### config.mk
export PLATFORM = sky130hd
export DESIGN_NAME = branch_predict_pc
export DESIGN_NICKNAME = d
export VERILOG_FILES = /design/src/rtl/branch_predict_pc.sv
export SDC_FILE = /design/constraint.sdc
export NUM_CORES = 2
export LEC_CHECK = 0
export ABC_CLOCK_PERIOD_IN_PS = 11800
export CORE_MARGIN = 5
export CORE_UTILIZATION = 59
export CTS_CLUSTER_SIZE = 24
export DETAILED_ROUTE_END_ITERATION = 7
export GPL_ROUTABILITY_DRIVEN = 1
export MAX_ROUTING_LAYER = met4
export PLACE_DENSITY_LB_ADDON = 0.1
export SLEW_MARGIN = 10
export SYNTH_ARGS = -nofsm -noshare
export SYNTH_HDL_FRONTEND = slang
export SYNTH_SLANG_ARGS = --single-unit
### constraint.sdc
create_clock -name clk -period 11.8 [get_ports clk]
set_clock_uncertainty 0.2 [all_clocks]
set_input_delay 2.36 -clock clk [delete_from_list [all_inputs] [get_ports clk]]
set_output_delay 2.36 -clock clk [all_outputs]
set_load 0.1 [all_outputs]
### src/rtl/branch_predict_pc.sv
// Fetch-address generator with a direct-mapped branch target buffer and 2-bit
// saturating direction counters, redirected by execute-stage branch resolution.
module branch_predict_pc #(
    parameter int                 ADDR_W    = 64,
    parameter int                 BTB_DEPTH = 16,
    parameter int                 CNT_W     = 32,
    parameter logic [ADDR_W-1:0]  RESET_PC  = '0
) (
    input  logic              clk,
    input  logic              reset,
    input  logic              stall,
    output logic [ADDR_W-1:0] pc,
    output logic              pred_taken,
    output logic [ADDR_W-1:0] pred_target,
    input  logic              resolve_valid,
    input  logic              resolve_is_branch,
    input  logic              resolve_taken,
    input  logic [ADDR_W-1:0] resolve_pc,
    input  logic [ADDR_W-1:0] resolve_target,
    input  logic              resolve_pred_taken,
    input  logic [ADDR_W-1:0] resolve_pred_target,
    output logic              flush,
    output logic [CNT_W-1:0]  n_branch,
    output logic [CNT_W-1:0]  n_mispredict
);
    localparam int IDX_W = $clog2(BTB_DEPTH);
    localparam int TAG_W = ADDR_W - IDX_W - 2;
    localparam logic [ADDR_W-1:0] PC_STEP = ADDR_W'(3'd4);

    function automatic logic [1:0] sat_cnt(input logic [1:0] cnt, input logic up);
        logic [1:0] res;
        if (up) begin
            res = (cnt == 2'b11) ? 2'b11 : cnt + 2'b01;
        end else begin
            res = (cnt == 2'b00) ? 2'b00 : cnt - 2'b01;
        end
        return res;
    endfunction

    logic              valid_r  [BTB_DEPTH];
    logic [TAG_W-1:0]  tag_r    [BTB_DEPTH];
    logic [ADDR_W-1:0] target_r [BTB_DEPTH];
    logic [1:0]        cnt_r    [BTB_DEPTH];

    logic [ADDR_W-1:0] pc_r;
    logic [ADDR_W-1:0] next_pc_s;
    logic [CNT_W-1:0]  n_branch_r;
    logic [CNT_W-1:0]  n_mispredict_r;

    logic [IDX_W-1:0]  idx_s;
    logic [TAG_W-1:0]  tag_s;
    logic              pred_taken_s;
    logic [IDX_W-1:0]  r_idx_s;
    logic [TAG_W-1:0]  r_tag_s;
    logic              r_hit_s;
    logic              upd_s;
    logic              mispredict_s;

    assign idx_s        = pc_r[IDX_W+1:2];
    assign tag_s        = pc_r[ADDR_W-1:IDX_W+2];
    assign pred_taken_s = valid_r[idx_s] && (tag_r[idx_s] == tag_s) && cnt_r[idx_s][1];

    assign r_idx_s = resolve_pc[IDX_W+1:2];
    assign r_tag_s = resolve_pc[ADDR_W-1:IDX_W+2];
    assign r_hit_s = valid_r[r_idx_s] && (tag_r[r_idx_s] == r_tag_s);
    assign upd_s   = resolve_valid && resolve_is_branch;

    assign mispredict_s = resolve_valid &&
                          ((resolve_taken != resolve_pred_taken) ||
                           (resolve_taken && (resolve_target != resolve_pred_target)));

    assign pc           = pc_r;
    assign pred_taken   = pred_taken_s;
    assign pred_target  = pred_taken_s ? target_r[idx_s] : '0;
    assign flush        = mispredict_s;
    assign n_branch     = n_branch_r;
    assign n_mispredict = n_mispredict_r;

    // Next fetch address: a mispredict outranks stall, which outranks prediction.
    always_comb begin
        next_pc_s = pc_r;
        if (mispredict_s) begin
            if (resolve_taken) begin
                next_pc_s = resolve_target;
            end else begin
                next_pc_s = resolve_pc + PC_STEP;
            end
        end else if (stall) begin
            next_pc_s = pc_r;
        end else if (pred_taken_s) begin
            next_pc_s = target_r[idx_s];
        end else begin
            next_pc_s = pc_r + PC_STEP;
        end
    end

    // Fetch PC register and saturating performance counters.
    always_ff @(posedge clk or negedge reset) begin
        if (!reset) begin
            pc_r           <= RESET_PC;
            n_branch_r     <= '0;
            n_mispredict_r <= '0;
        end else begin
            pc_r <= next_pc_s;
            if (upd_s && (n_branch_r != {CNT_W{1'b1}})) begin
                n_branch_r <= n_branch_r + CNT_W'(1'b1);
            end
            if (mispredict_s && (n_mispredict_r != {CNT_W{1'b1}})) begin
                n_mispredict_r <= n_mispredict_r + CNT_W'(1'b1);
            end
        end
    end

    // BTB training; lookups above see the pre-update contents for this cycle.
    always_ff @(posedge clk or negedge reset) begin
        if (!reset) begin
            for (int i = 0; i < BTB_DEPTH; i++) begin
                valid_r[i]  <= 1'b0;
                tag_r[i]    <= '0;
                target_r[i] <= '0;
                cnt_r[i]    <= 2'b00;
            end
        end else if (upd_s) begin
            if (r_hit_s) begin
                cnt_r[r_idx_s] <= sat_cnt(cnt_r[r_idx_s], resolve_taken);
                if (resolve_taken) begin
                    target_r[r_idx_s] <= resolve_target;
                end
            end else if (resolve_taken) begin
                valid_r[r_idx_s]  <= 1'b1;
                tag_r[r_idx_s]    <= r_tag_s;
                target_r[r_idx_s] <= resolve_target;
                cnt_r[r_idx_s]    <= 2'b10;
            end
        end
    end

endmodule

Yosys cells after proc, flatten, opt, wreduce, memory -nomap -nowiden
Index checks and enable logic that the tools add are counted.
W data, S select, Z words.
- register bits after elaboration: 2128
- bits of input ports: 199
- output and inout bits: 194
- logic and storage cells: 150
- add/subtract/negate cells: 6
- magnitude comparators: 3
- equal/unequal tests: 8
- multiplexer cells: 44
- bitwise logic cells: 7
- reductions and logical operators: 15
- operator list (cell ; count):
    $bwmux W1024 ; 1
    $bwmux W928 ; 1
    $mux W64 ; 8
    $bmux W58 S4 ; 2
    $mux W58 ; 5
    $bmux W64 S4 ; 1
    $demux W64 S4 ; 1
    $demux W58 S4 ; 1
    $add A64 B3 Y64 const B ; 2
    $eq A58 B58 Y1 ; 2
    $add A32 B1 Y32 const B ; 2
    $mux W32 ; 2
    $ne A32 B32 Y1 const B ; 2
    $ne A64 B64 Y1 ; 1
    $bwmux W32 ; 1
    $or A16 B16 Y16 ; 2
    $mux W2 ; 10
    $and A16 B16 Y16 ; 1
    $bmux W2 S4 ; 2
    $not A16 Y16 ; 1
    $ge A5 B5 Y1 const B ; 2
    $not A4 Y5 ; 2
    $logic_and A1 B1 Y1 ; 9
    $bmux W1 S4 ; 2
    15 further kinds ; 20

Longest topological paths before layout
- depth after elaboration: 11
- gate-level depth with buffers: 19
- depth with buffers taken out: 11

Worst setup path before layout
Ideal clock, no wire load.
- kind: flip-flop to output port
- from: register pc_r[2], in the netlist pc[2]
- to: output port pred_target[0]
- arrival: 5366 ps
- data required time: 9240 ps
- setup slack: 3874 ps
- stages on the path, launching flop included: 14
- buffers on the path: 3
- cell sequence: dfrtp_1 -> buf_6 -> buf_6 -> mux4_2 -> mux4_2 -> xnor2_1 -> nand2_1 -> nor4_1 -> nand4_1 -> nor4_4 -> nand3_1 -> inv_2 -> clkbuf_1 -> and2_1
- word-level cells in the longest chain between the ends: 8
- RTL lines (element ; line ; text):
    from (decl) ; 45 ; logic [ADDR_W-1:0] pc_r;
    from (signal assigned) ; 104 ; pc_r <= next_pc_s;
    $not A4 Y5 (not written as such) (*) ; 61 ; assign pred_taken_s = valid_r[idx_s] && (tag_r[idx_s] == tag_s) && cnt_r[idx_s][1];
    $bmux W58 S4 ; 61 ;
    $mux W58 (not written as such) (2 in series) ; 61 ;
    $eq A58 B58 Y1 ; 61 ;
    $logic_and A1 B1 Y1 ; 61 ;
    $logic_and A1 B1 Y1 (*) ; 61 ;
    net pred_taken ; 13 ; output logic pred_taken,
    $mux W64 (*) ; 74 ; assign pred_target = pred_taken_s ? target_r[idx_s] : '0;
    to (decl) ; 14 ; output logic [ADDR_W-1:0] pred_target,
The timed path passes the listed nets; every way through them passes the cells marked *. The select of a mux whose other input is x is not followed.

Final worst setup path
- from: register pc_r[2], in the netlist pc[2]
- to: output port pred_target[52]
- word-level cells in the longest chain between the ends: 8
- RTL lines (element ; line):
    $not A4 Y5 (not written as such) (*) ; 61, 74
    $bmux W58 S4 ; 61
    $mux W58 (not written as such) (2 in series) ; 61
    $eq A58 B58 Y1 ; 61
    $logic_and A1 B1 Y1 (2 in series) ; 61
    $mux W64 (*) ; 74
Every way passes the cells marked *; elsewhere a longest branch is shown, timed or not. The select of a mux whose other input is x is not followed.

==> metrics.md <==
| Metric | Value |
|---|---|
| Worst hold path depth | `2` |
| Commonest cells after routing, fill and taps aside | `dfrtp_1 (2124), mux2_2 (1783), mux4_2 (744)` |
| Footprint of the multi-input gates | `54700 µm²` |
| Finished Core Util | `66.4%` |
| Max VDD drop | `131 µV` |
| Finished Layout Cells | `10900` |
| Clock Path Buffers | `3` |
| Initial Util | `59.4%` |
| Min-delay worst type | `reg -> reg` |
| I/O Pins | `393` |
| Status | `complete, but fails checks` |
| Failing checks | `design-rule violations` |
| Gr usage total | `41.9%` |
| R2R depth | `14` |
| Avg Cell Area, Syn | `13.7 µm²` |
| Max FO, Critical Path | `30` |
| Initial antenna violation count | `45` |
| Synth Area in Simple Gates | `5.22%` |
| Proportion of layout cells with a drive suffix above 1 | `39.1%` |
| Antenna-violating nets left | `0` |
| Worst-Margin Slew | `1.29 ns` |
| CTS H-Tree Depth | `4` |
| FP Rows | `159` |
| Hpwl dp | `269 mm` |
| Compound-Gate Fraction of Synth Area | `4.16%` |
| Final period utilization | `85.3%` |
| Async set-or-reset flop fraction in the synthesized netlist | `100%` |
| CTS clk-pin slew, worst paths | `0.06 ns` |
| Largest family of logic cells by synthesized area | `multiplexers` |
| Hold path endpoint | `target_r[302]$_DFFE_PN0P_` |
| FF+latch count, synth | `2128` |
| Placed cells | `10461` |
| First-pass GRT wire length | `578 mm` |
| PwrDens | `175 nW/µm²` |
| CTS resizes | `0` |
| PortBufs | `392` |
| # hold bufs at CTS | `0` |
| Final hold violations | `0` |
| Setup crit start kind | `register` |
| Min-delay src | `target_r[302]$_DFFE_PN0P_` |
| Commonest non-fill, non-tap cell in the layout | `dfrtp_1` |
| WP data required | `9.24 ns` |
| Worst setup EP type | `output pin` |
| Via count | `77208` |
| DRC viols | `1` |
| Die area | `198000 µm²` |
| Max-Cap Viols | `0` |
| GPL Wtd Cong | `1.05` |
| Critical path arrival | `7.51 ns` |
| Setup TNS | `0 ns` |
| Prevailing post-synth register cell | `dfrtp_1` |
| Final Cell Area | `125000 µm²` |
| CTS tree | `yes` |
| Highest clock rate | `0.0993 GHz` |
| Reg-to-reg setup timing slack | `4.91 ns` |
| Gate Count Post-Synth | `8152` |
| Die Height | `445 µm` |
| Synthesized net count | `8358` |
| Sequential element share of the synthesized area | `47.6%` |
| Ys Warns | `0` |
| Clock latency on the worst-skew pair | `0.90 ns` |
| Post-place instance area | `117000 µm²` |
| RR Startpoint | `pc[2]$_DFFE_PN0P_` |
| Wire per inst | `37.1 µm` |
| Setup violations, final | `0` |
| Overflow after GRT | `0` |
| Final Net Count | `8393` |
| Mux share of post-synthesis cell area | `37.0%` |
| Root buffer cell | `clkbuf_16` |
| Synth Area in XOR/XNOR | `2.19%` |
| Die W | `445 µm` |
| Pins over their slew limit | `0` |
| Max transition margin | `11.2%` |
| Core area | `188000 µm²` |
| Period minus WS final | `10.07 ns` |
| RSZ-0062 raised after global routing | `no` |
| Register area | `53300 µm²` |
| 1st-pass router iterations | `8` |
| Num CTS Buffers | `219` |
| Post-CTS Setup Bufs | `0` |
| Drt total wl | `404 mm` |
| Leakage Power | `57.0 nW` |
| Post-synth EDFFs | `0` |
| Post-synth cell types | `92` |
| R2R Path End | `pc[30]$_DFFE_PN0P_` |
| Number of global-route vias before repair | `77636` |
| Synth Cell Area | `112000 µm²` |
| Clk sinks | `2128` |
| Via/cell ratio | `7.08` |
| Largest net degree at the start of global routing | `192` |
| Iteration-0 DRC count of the detailed router | `9115` |
| Layout fillers | `13679` |
| WS Path Type | `reg -> out` |
| Layout overhead on the synthesized area | `11.7%` |
| Post-Synth Adder-Cell Area | `0.0962%` |
-- report_power, final --
part | switching (mW) | internal [mW] | total, mW
Clock | 3.07 | 4.14 | 7.21
Sequential | 0.800 | 8.25 | 9.05
Combinational | 3.25 | 2.32 | 5.57
Total | 7.12 | 14.7 | 21.8
-- metal layers --
layer	wire length [µm]	global-route usage, %	share of wire [%]
met5	0	-	0
met2	183000	61.0	45
met1	152000	53.7	38
met4	31500	26.3	7.8
met3	37700	9.31	9.3
-- cell families after synthesis --
logic type / count (synthesis)
AOI/OAI and AO/OA: 680
xor gates and xnor gates: 279
adders and majority gates: 9
buffers and inverters: 902
DFF: 2128
muxes: 2960
and+or+nand+nor: 1194
-- metrics by stage --
stage | power (mW) | hold WS [ns] | setup WS (ns)
after global placement | 14.5 | 0.256 | 2.51
after detailed placement | 14.6 | 0.265 | 2.48
after CTS | 21.8 | 0.280 | 1.83
final | 21.8 | 0.278 | 1.73
after global routing | 22.4 | 0.293 | 1.62
after floorplan | 12.4 | 0.244 | 3.87
-- worst max-delay path: stages, from the launching register on --
cell,delay (ns)
dfrtp_4,0.75
buf_4,0.53
and2_1,0.91
buf_4,0.47
a221oi_1,0.17
a221oi_1,0.63
o22ai_1,0.18
or2_1,0.29
nor4_2,0.66
nand3_2,0.18
buf_4,0.35
clkinv_2,0.36
buf_4,0.42
and2_1,0.25
buf_4,0.33
-- flip-flops by register name, summed over array words and instances (netlist names) --
| signal | count |
|---|---|
| target_r | 1024 |
| cnt_r | 32 |
| valid_r | 16 |
| pc | 64 |
| n_mispredict | 32 |
| n_branch | 32 |
| tag_r | 928 |
-- cell usage after synthesis (42+ instances only) --
master,instances,share of area (%)
mux2i_1,303,2.7
nand3_1,148,0.66
dfrtp_1,2128,48
inv_1,90,0.30
nor2_1,192,0.64
nor3_1,59,0.26
buf_1,110,0.37
xnor2_1,182,1.4
xor2_1,97,0.76
nand2_1,426,1.4
mux4_2,744,15
nand4_1,70,0.39
buf_2,160,0.72
and3_1,50,0.28
o22ai_1,55,0.31
buf_6,42,0.42
o21ai_0,160,0.72
buf_4,60,0.40
a22oi_1,62,0.42
mux2_1,130,1.3
clkbuf_1,430,1.4
and2_1,70,0.39
mux2_2,1783,18
a21oi_1,100,0.45
-- area by class of cell --
class,instances,area share [%]
multi-input combinational,5122,43.8
sequential,2128,42.6
clock buffer,325,5.23
timing repair buffer,620,4.72
tap,2495,2.50
clock inverter,77,0.772
inverter,96,0.299
antenna,37,0.0741
-- worst max path at each step --
stage	end	start	cells after the start
floorplan	pred_target[0]	pc[2]$_DFFE_PN0P_	13
global placement	flush	resolve_target[60]	7
detailed placement	flush	resolve_target[60]	7
CTS	pred_target[52]	pc[2]$_DFFE_PN0P_	15
global route	pred_target[52]	pc[2]$_DFFE_PN0P_	15
finish	pred_target[52]	pc[2]$_DFFE_PN0P_	14
No activity file was read; power rests on OpenSTA's default activity.
